$ cat config.mk
export PLATFORM = sky130hd
export DESIGN_NAME = sudoku_check_responder
export DESIGN_NICKNAME = d
export VERILOG_FILES = /design/src/rtl/sudoku_pkg.sv /design/src/rtl/sudoku_unit_tracker.sv /design/src/rtl/sudoku_check_responder.sv
export SDC_FILE = /design/constraint.sdc
export NUM_CORES = 1
export LEC_CHECK = 0
export CORE_MARGIN = 3
export CORE_UTILIZATION = 45
export DETAILED_ROUTE_END_ITERATION = 8
export DONT_BUFFER_PORTS = 1
export MAX_ROUTING_LAYER = met4
export PLACE_DENSITY_LB_ADDON = 0.15
export SLEW_MARGIN = 20
export SYNTH_ARGS = -nofsm -noshare
export SYNTH_HDL_FRONTEND = slang
export SYNTH_SLANG_ARGS = --single-unit
$ cat constraint.sdc
create_clock -name clka -period 1.9 [get_ports clka]
set_input_delay 0.57 -clock clka [delete_from_list [all_inputs] [get_ports clka]]
set_output_delay 0.57 -clock clka [all_outputs]
set_load 0.02 [all_outputs]
$ cat src/rtl/sudoku_pkg.sv
// Shared constants, FSM encoding and board-index helpers for the 4x4 sudoku checker.
package sudoku_pkg;

    localparam int BOX        = 2;
    localparam int SIDE       = BOX * BOX;
    localparam int VAL_W      = 2;
    localparam int ADDR_W     = 4;
    localparam int UNIT_W     = $clog2(SIDE);
    localparam int CELL_W     = VAL_W + 1;
    localparam int FILLED_BIT = VAL_W;
    localparam int LAST_ADDR  = SIDE * SIDE - 1;

    typedef enum logic [1:0] {
        ST_IDLE  = 2'd0,
        ST_SCAN  = 2'd1,
        ST_DRAIN = 2'd2,
        ST_DONE  = 2'd3
    } state_t;

    typedef logic [UNIT_W-1:0] unit_t;
    typedef logic [VAL_W-1:0]  val_t;
    typedef logic [ADDR_W-1:0] addr_t;

    function automatic unit_t row_of(input addr_t a);
        return unit_t'(a / addr_t'(SIDE));
    endfunction

    function automatic unit_t col_of(input addr_t a);
        return unit_t'(a % addr_t'(SIDE));
    endfunction

    function automatic unit_t box_of(input addr_t a);
        unit_t r;
        unit_t c;
        r = row_of(a);
        c = col_of(a);
        return unit_t'((r / unit_t'(BOX)) * unit_t'(BOX) + c / unit_t'(BOX));
    endfunction

endpackage

$ cat src/rtl/sudoku_unit_tracker.sv
// One-hot "value already seen" bitmap per unit (row, column or box) with a
// combinational duplicate flag for the currently presented unit/value.
module sudoku_unit_tracker
    import sudoku_pkg::*;
(
    input  logic  clka,
    input  logic  restart_n,
    input  logic  clr,
    input  logic  set_en,
    input  unit_t unit,
    input  val_t  value,
    output logic  dup
);

    logic [SIDE-1:0][SIDE-1:0] seen;

    always_ff @(posedge clka or negedge restart_n) begin
        if (!restart_n) begin
            seen <= '0;
        end else if (clr) begin
            seen <= '0;
        end else if (set_en) begin
            seen[unit][value] <= 1'b1;
        end
    end

    assign dup = seen[unit][value];

endmodule

$ cat src/rtl/sudoku_check_responder.sv
// Scans the board through the RAM read port on dp_check and reports whether the
// board is completely filled with no repeated value in any row, column or box.
//
// state    | meaning
// ---------+-------------------------------------------------------------
// ST_IDLE  | waiting for dp_check
// ST_SCAN  | issuing reads for addresses 0..LAST_ADDR, one per cycle
// ST_DRAIN | capturing the data for the last address
// ST_DONE  | check_done pulse; solved/fill_count already registered
module sudoku_check_responder
    import sudoku_pkg::*;
(
    input  logic              clka,
    input  logic              restart_n,
    input  logic              game_rst,
    input  logic              dp_check,
    output logic              rd_en,
    output logic [ADDR_W-1:0] rd_addr,
    input  logic [CELL_W-1:0] rd_data,
    output logic              busy,
    output logic              check_done,
    output logic              solved,
    output logic [ADDR_W:0]   fill_count
);

    state_t          state;
    state_t          state_nxt;
    logic            start;
    logic            rd_vld;
    logic [ADDR_W-1:0] cap_addr;
    logic            err_q;
    logic            err_nxt;
    logic [ADDR_W:0] cnt_q;
    logic [ADDR_W:0] cnt_nxt;
    logic            cell_filled;
    val_t            cell_value;
    logic            cell_err;
    logic            set_en;
    logic            clr;
    logic            dup_row;
    logic            dup_col;
    logic            dup_box;

    assign start = (state == ST_IDLE) && dp_check && !game_rst;
    assign clr   = start || game_rst;

    assign cell_filled = rd_data[FILLED_BIT];
    assign cell_value  = rd_data[VAL_W-1:0];
    // an unfilled cell fails the board; its value bits are meaningless
    assign cell_err    = !cell_filled || dup_row || dup_col || dup_box;
    assign set_en      = rd_vld && cell_filled && !game_rst;
    assign err_nxt     = err_q || (rd_vld && cell_err);
    assign cnt_nxt     = cnt_q + (ADDR_W+1)'(rd_vld && cell_filled);

    sudoku_unit_tracker u_rows (
        .clka      (clka),
        .restart_n (restart_n),
        .clr       (clr),
        .set_en    (set_en),
        .unit      (row_of(cap_addr)),
        .value     (cell_value),
        .dup       (dup_row)
    );

    sudoku_unit_tracker u_cols (
        .clka      (clka),
        .restart_n (restart_n),
        .clr       (clr),
        .set_en    (set_en),
        .unit      (col_of(cap_addr)),
        .value     (cell_value),
        .dup       (dup_col)
    );

    sudoku_unit_tracker u_boxes (
        .clka      (clka),
        .restart_n (restart_n),
        .clr       (clr),
        .set_en    (set_en),
        .unit      (box_of(cap_addr)),
        .value     (cell_value),
        .dup       (dup_box)
    );

    always_ff @(posedge clka or negedge restart_n) begin
        if (!restart_n) begin
            state <= ST_IDLE;
        end else begin
            state <= state_nxt;
        end
    end

    always_comb begin
        state_nxt = state;
        if (game_rst) begin
            state_nxt = ST_IDLE;
        end else begin
            case (state)
                ST_IDLE:  if (start) state_nxt = ST_SCAN;
                ST_SCAN:  if (rd_addr == ADDR_W'(LAST_ADDR)) state_nxt = ST_DRAIN;
                ST_DRAIN: state_nxt = ST_DONE;
                ST_DONE:  state_nxt = ST_IDLE;
                default:  state_nxt = ST_IDLE;
            endcase
        end
    end

    always_comb begin
        rd_en      = 1'b0;
        busy       = 1'b0;
        check_done = 1'b0;
        case (state)
            ST_SCAN:  begin rd_en = 1'b1; busy = 1'b1; end
            ST_DRAIN: busy = 1'b1;
            ST_DONE:  begin busy = 1'b1; check_done = 1'b1; end
            default:  ;
        endcase
    end

    // rd_vld marks the cycle in which rd_data belongs to cap_addr
    always_ff @(posedge clka or negedge restart_n) begin
        if (!restart_n) begin
            rd_addr    <= '0;
            cap_addr   <= '0;
            rd_vld     <= 1'b0;
            err_q      <= 1'b0;
            cnt_q      <= '0;
            solved     <= 1'b0;
            fill_count <= '0;
        end else if (game_rst) begin
            rd_vld     <= 1'b0;
            err_q      <= 1'b0;
            cnt_q      <= '0;
            solved     <= 1'b0;
            fill_count <= '0;
        end else begin
            rd_vld   <= (state == ST_SCAN);
            cap_addr <= rd_addr;
            if (start) begin
                rd_addr <= '0;
                err_q   <= 1'b0;
                cnt_q   <= '0;
            end else begin
                if (state == ST_SCAN && rd_addr != ADDR_W'(LAST_ADDR)) begin
                    rd_addr <= rd_addr + 1'b1;
                end
                err_q <= err_nxt;
                cnt_q <= cnt_nxt;
            end
            // the last cell is captured during DRAIN, so commit the merged result
            if (state == ST_DRAIN) begin
                solved     <= !err_nxt;
                fill_count <= cnt_nxt;
            end
        end
    end

endmodule
==> results of run 1 <==
[sequential cells by signal, indices dropped and copies added, names as in the netlist]
signal / cells
u_boxes.seen: 16
cnt_q: 5
fill_count: 5
u_rows.seen: 16
solved: 1
cap_addr: 4
err_q: 1
state: 2
rd_addr: 4
rd_vld: 1
u_cols.seen: 16
[logic make-up after synthesis]
family	share of synthesized area, %
buf+inv	3.410
xor+xnor	1.647
fa+ha+maj	2.744
compound gates	10.94
flops	55.66
simple gates	13.21
mux	12.39
[layer usage]
layer  track usage (%)  wire, µm  vias up
met5                 -         0        -
met4             5.357        32        0
met3             5.105       307        2
met2             26.82      3191       48
met1             26.18      3238     1100
li1                  -         -     1037
[layout make-up]
type / count / area, µm² / share of cell area (%)
clock buffers: 10 / 127.6 / 3.498
clock inverters: 6 / 132.6 / 3.635
inverters: 8 / 30.03 / 0.8230
multi-input cells: 194 / 1306 / 35.80
flip-flops and latches: 71 / 1777 / 48.70
well taps: 96 / 120.1 / 3.292
repair buffers: 19 / 155.1 / 4.252
[cells in the mapped netlist]
| master | n | area share [%] |
|---|---|---|
| mux2_2 | 5 | 1.8 |
| nor4_1 | 2 | 0.39 |
| o21ai_0 | 2 | 0.31 |
| mux2i_1 | 5 | 1.6 |
| ha_1 | 7 | 2.7 |
| a211oi_1 | 4 | 0.94 |
| mux4_2 | 7 | 4.9 |
| a311oi_1 | 1 | 0.27 |
| a41o_1 | 1 | 0.31 |
| o21bai_1 | 1 | 0.24 |
| buf_6 | 2 | 0.71 |
| nand2b_1 | 1 | 0.20 |
| o32a_2 | 1 | 0.35 |
| nand3_1 | 4 | 0.63 |
| nor3b_1 | 2 | 0.47 |
| a31oi_1 | 13 | 2.5 |
| nor2b_1 | 4 | 0.78 |
| nor3_2 | 2 | 0.63 |
| a21oi_1 | 38 | 6.0 |
| inv_1 | 8 | 0.94 |
| and2_1 | 2 | 0.39 |
| xor2_1 | 3 | 0.82 |
| buf_2 | 3 | 0.47 |
| nand2_1 | 7 | 0.82 |
| clkbuf_1 | 10 | 1.2 |
| xnor2_1 | 3 | 0.82 |
| dfrtp_1 | 71 | 56 |
| buf_1 | 1 | 0.12 |
| and4b_1 | 1 | 0.31 |
| mux4_1 | 5 | 4.1 |
| nor2_1 | 73 | 8.6 |
[power by group through the flow]
stage | sequential, mW | clock (mW) | combinational [mW]
2_1_floorplan | 1.80 | 0 | 0.653
3_3_place_gp | 1.80 | 0 | 0.892
3_5_place_dp | 1.81 | 0 | 0.893
4_1_cts | 1.78 | 1.60 | 0.897
5_1_grt | 1.79 | 1.67 | 1.00
6_report | 1.77 | 1.56 | 0.915
[final timing paths]
path / from / to / slack (ns) / cells past startpoint
worst min-delay path: restart_n / err_q / -0.08 / 0
min in group clka: game_rst / fill_count[4] / 0.28 / 1
worst max register to register: cap_addr[0] / solved / 0.11 / 4
worst min register to register: u_cols.seen[15] / u_cols.seen[15] / 0.50 / 2
worst max-delay path: state[0] / rd_en / 0.08 / 3
max in group asynchronous: restart_n / u_cols.seen[11] / 1.87 / 0
[worst reg2reg max path: cells and delay by family (launching register included)]
kind               cells  cell delay (ns)
and+or+nand+nor        1             0.25
DFF                    1             0.50
muxes                  1             0.61
AOI/OAI and AO/OA      2             0.38
[timing repair]
| item | 4_1_cts | 5_1_grt |
|---|---|---|
| setup buffers | 0 | 1 |
| hold endpoints to repair | 71 | 71 |
| setup endpoints to repair | 0 | 1 |
==> impl_metrics.ini, run 1 <==
[outcome]
violations = negative hold slack
status = finished with violations

[sta]
period_share_pct = 95.75
max_slew.worst_pin.slew_ns = 0.8166
fmax_ghz = 0.5497
setup_viol = 0
clock_skew_ns = 0.009723
finalWorstSetupSlack_ns = 0.08084
rsz0062_at_grt = no
tns_ns = 0
post-route-min-period_ns = 1.819
hold_ws_ns = -0.08170
finalHoldViolations = 71
timing.final.max_slew_violations = 0
maxSlewHeadroom_pct = 45.36

[global_routing]
grt_antenna_before_repair = 0
grt_pass1_wl_um = 11420
grt_pass1_vias = 2098
grt_util_all_layers_pct = 18.66
grt_max_degree = 72
grt_overflow = 0

[worst_setup_path]
path_class = reg2out
slowest_delay_ns = 0.39
cp_max_fo = 4
cpMostUsedCell = buf_4
crit_buf_inv = 2
start_kind = register
cp.required_ns = 1.33
cp_top_family = flip-flops
cpMaxStageDelayCell = dfrtp_1
arrival_ns = 1.25
end_kind = output pin
crit_chain = buf_4 -> ha_1 -> buf_4

[floorplanning]
dieArea_um2 = 8140
rows = 30
start_util_pct = 46.72
pin_count = 20
die_y_um = 90.22
die_w_um = 90.22
core_um2 = 6832

[final_layout]
final_cell_mix = 73 x nor2_1, 71 x dfrtp_1, 38 x a21oi_1, 18 x buf_4, 13 x a31oi_1
antenna_cells = 0
drive_gt1_share_pct = 15.91
fin_nets = 317
layout_commonest_cell = nor2_1
stdcell_count = 404
n_fill_cell = 609
area_delta_synth_final_pct = 14.31
final_cell_area_um2 = 3649
final_util_pct = 53.41

[clock_network]
htreeDepth = 3
cts_root_buf = clkbuf_8
clockBufferDepth = 2
cts_tree = done
cts_buffers = 9
clk_latency_ns = 0.34
cts_resized = 0
clkTransAtPathRegs_ns = 0.08
clock_sinks = 71

[yosys]
syn_area_um2 = 3192
ys_seq_elements = 71
synth_area_per_cell_um2 = 11.04
synthCells = 289
synth_warnings = 0
synth_nets = 303
ys_seq_area_share_pct = 55.66
synthDistinctLibCells = 31

[drt]
ant_nets = 0
drc = 0
post_drt_wl_per_cell_um = 16.76
dr.pass1.iters = 4
drt_iter0_drc = 132
vias_per_cell = 5.413
num_vias = 2187
drt-total-wl_um = 6771

[pwr]
power_frac_clock_pct = 36.8
power_density_nw_per_um2 = 1163
ir_worst_vdd_mv = 0.8185
power_leakage_nw = 1.695
seqPwrFrac_pct = 41.7
p_int_mw = 3.002
p_comb_share_pct = 21.6
total_power_mw = 4.242
p_sw_mw = 1.240
swShare_pct = 29.23

[placement]
io_buffer_count = 0
place_area_um2 = 3381
dp.cells = 387
dp_hpwl_um = 4503
post-place-ws_ns = 0.1071
globalplace.congestion = 0.7987

[min_path]
hp-class = in2async

[run]
max-cap-violations = 0
Power figures use the tool's default switching activity.
==> run 2: changes to the inputs <==
--- a/config.mk
+++ b/config.mk
@@ -5,6 +5,7 @@
 export SDC_FILE = /design/constraint.sdc
 export NUM_CORES = 1
 export LEC_CHECK = 0
+export ABC_CLOCK_PERIOD_IN_PS = 1900
 export CORE_MARGIN = 3
 export CORE_UTILIZATION = 45
 export DETAILED_ROUTE_END_ITERATION = 8
==> results of run 2 <==
Same layout as run 1: the final DEF is identical, and so are final timing and power.
==> run 3: changes to the inputs <==
--- a/config.mk
+++ b/config.mk
@@ -12,6 +12,7 @@
 export DONT_BUFFER_PORTS = 1
 export MAX_ROUTING_LAYER = met4
 export PLACE_DENSITY_LB_ADDON = 0.15
+export SKIP_LAST_GASP = 1
 export SLEW_MARGIN = 20
 export SYNTH_ARGS = -nofsm -noshare
 export SYNTH_HDL_FRONTEND = slang
==> results of run 3 <==
Same layout as run 1: the final DEF is identical, and so are final timing and power.
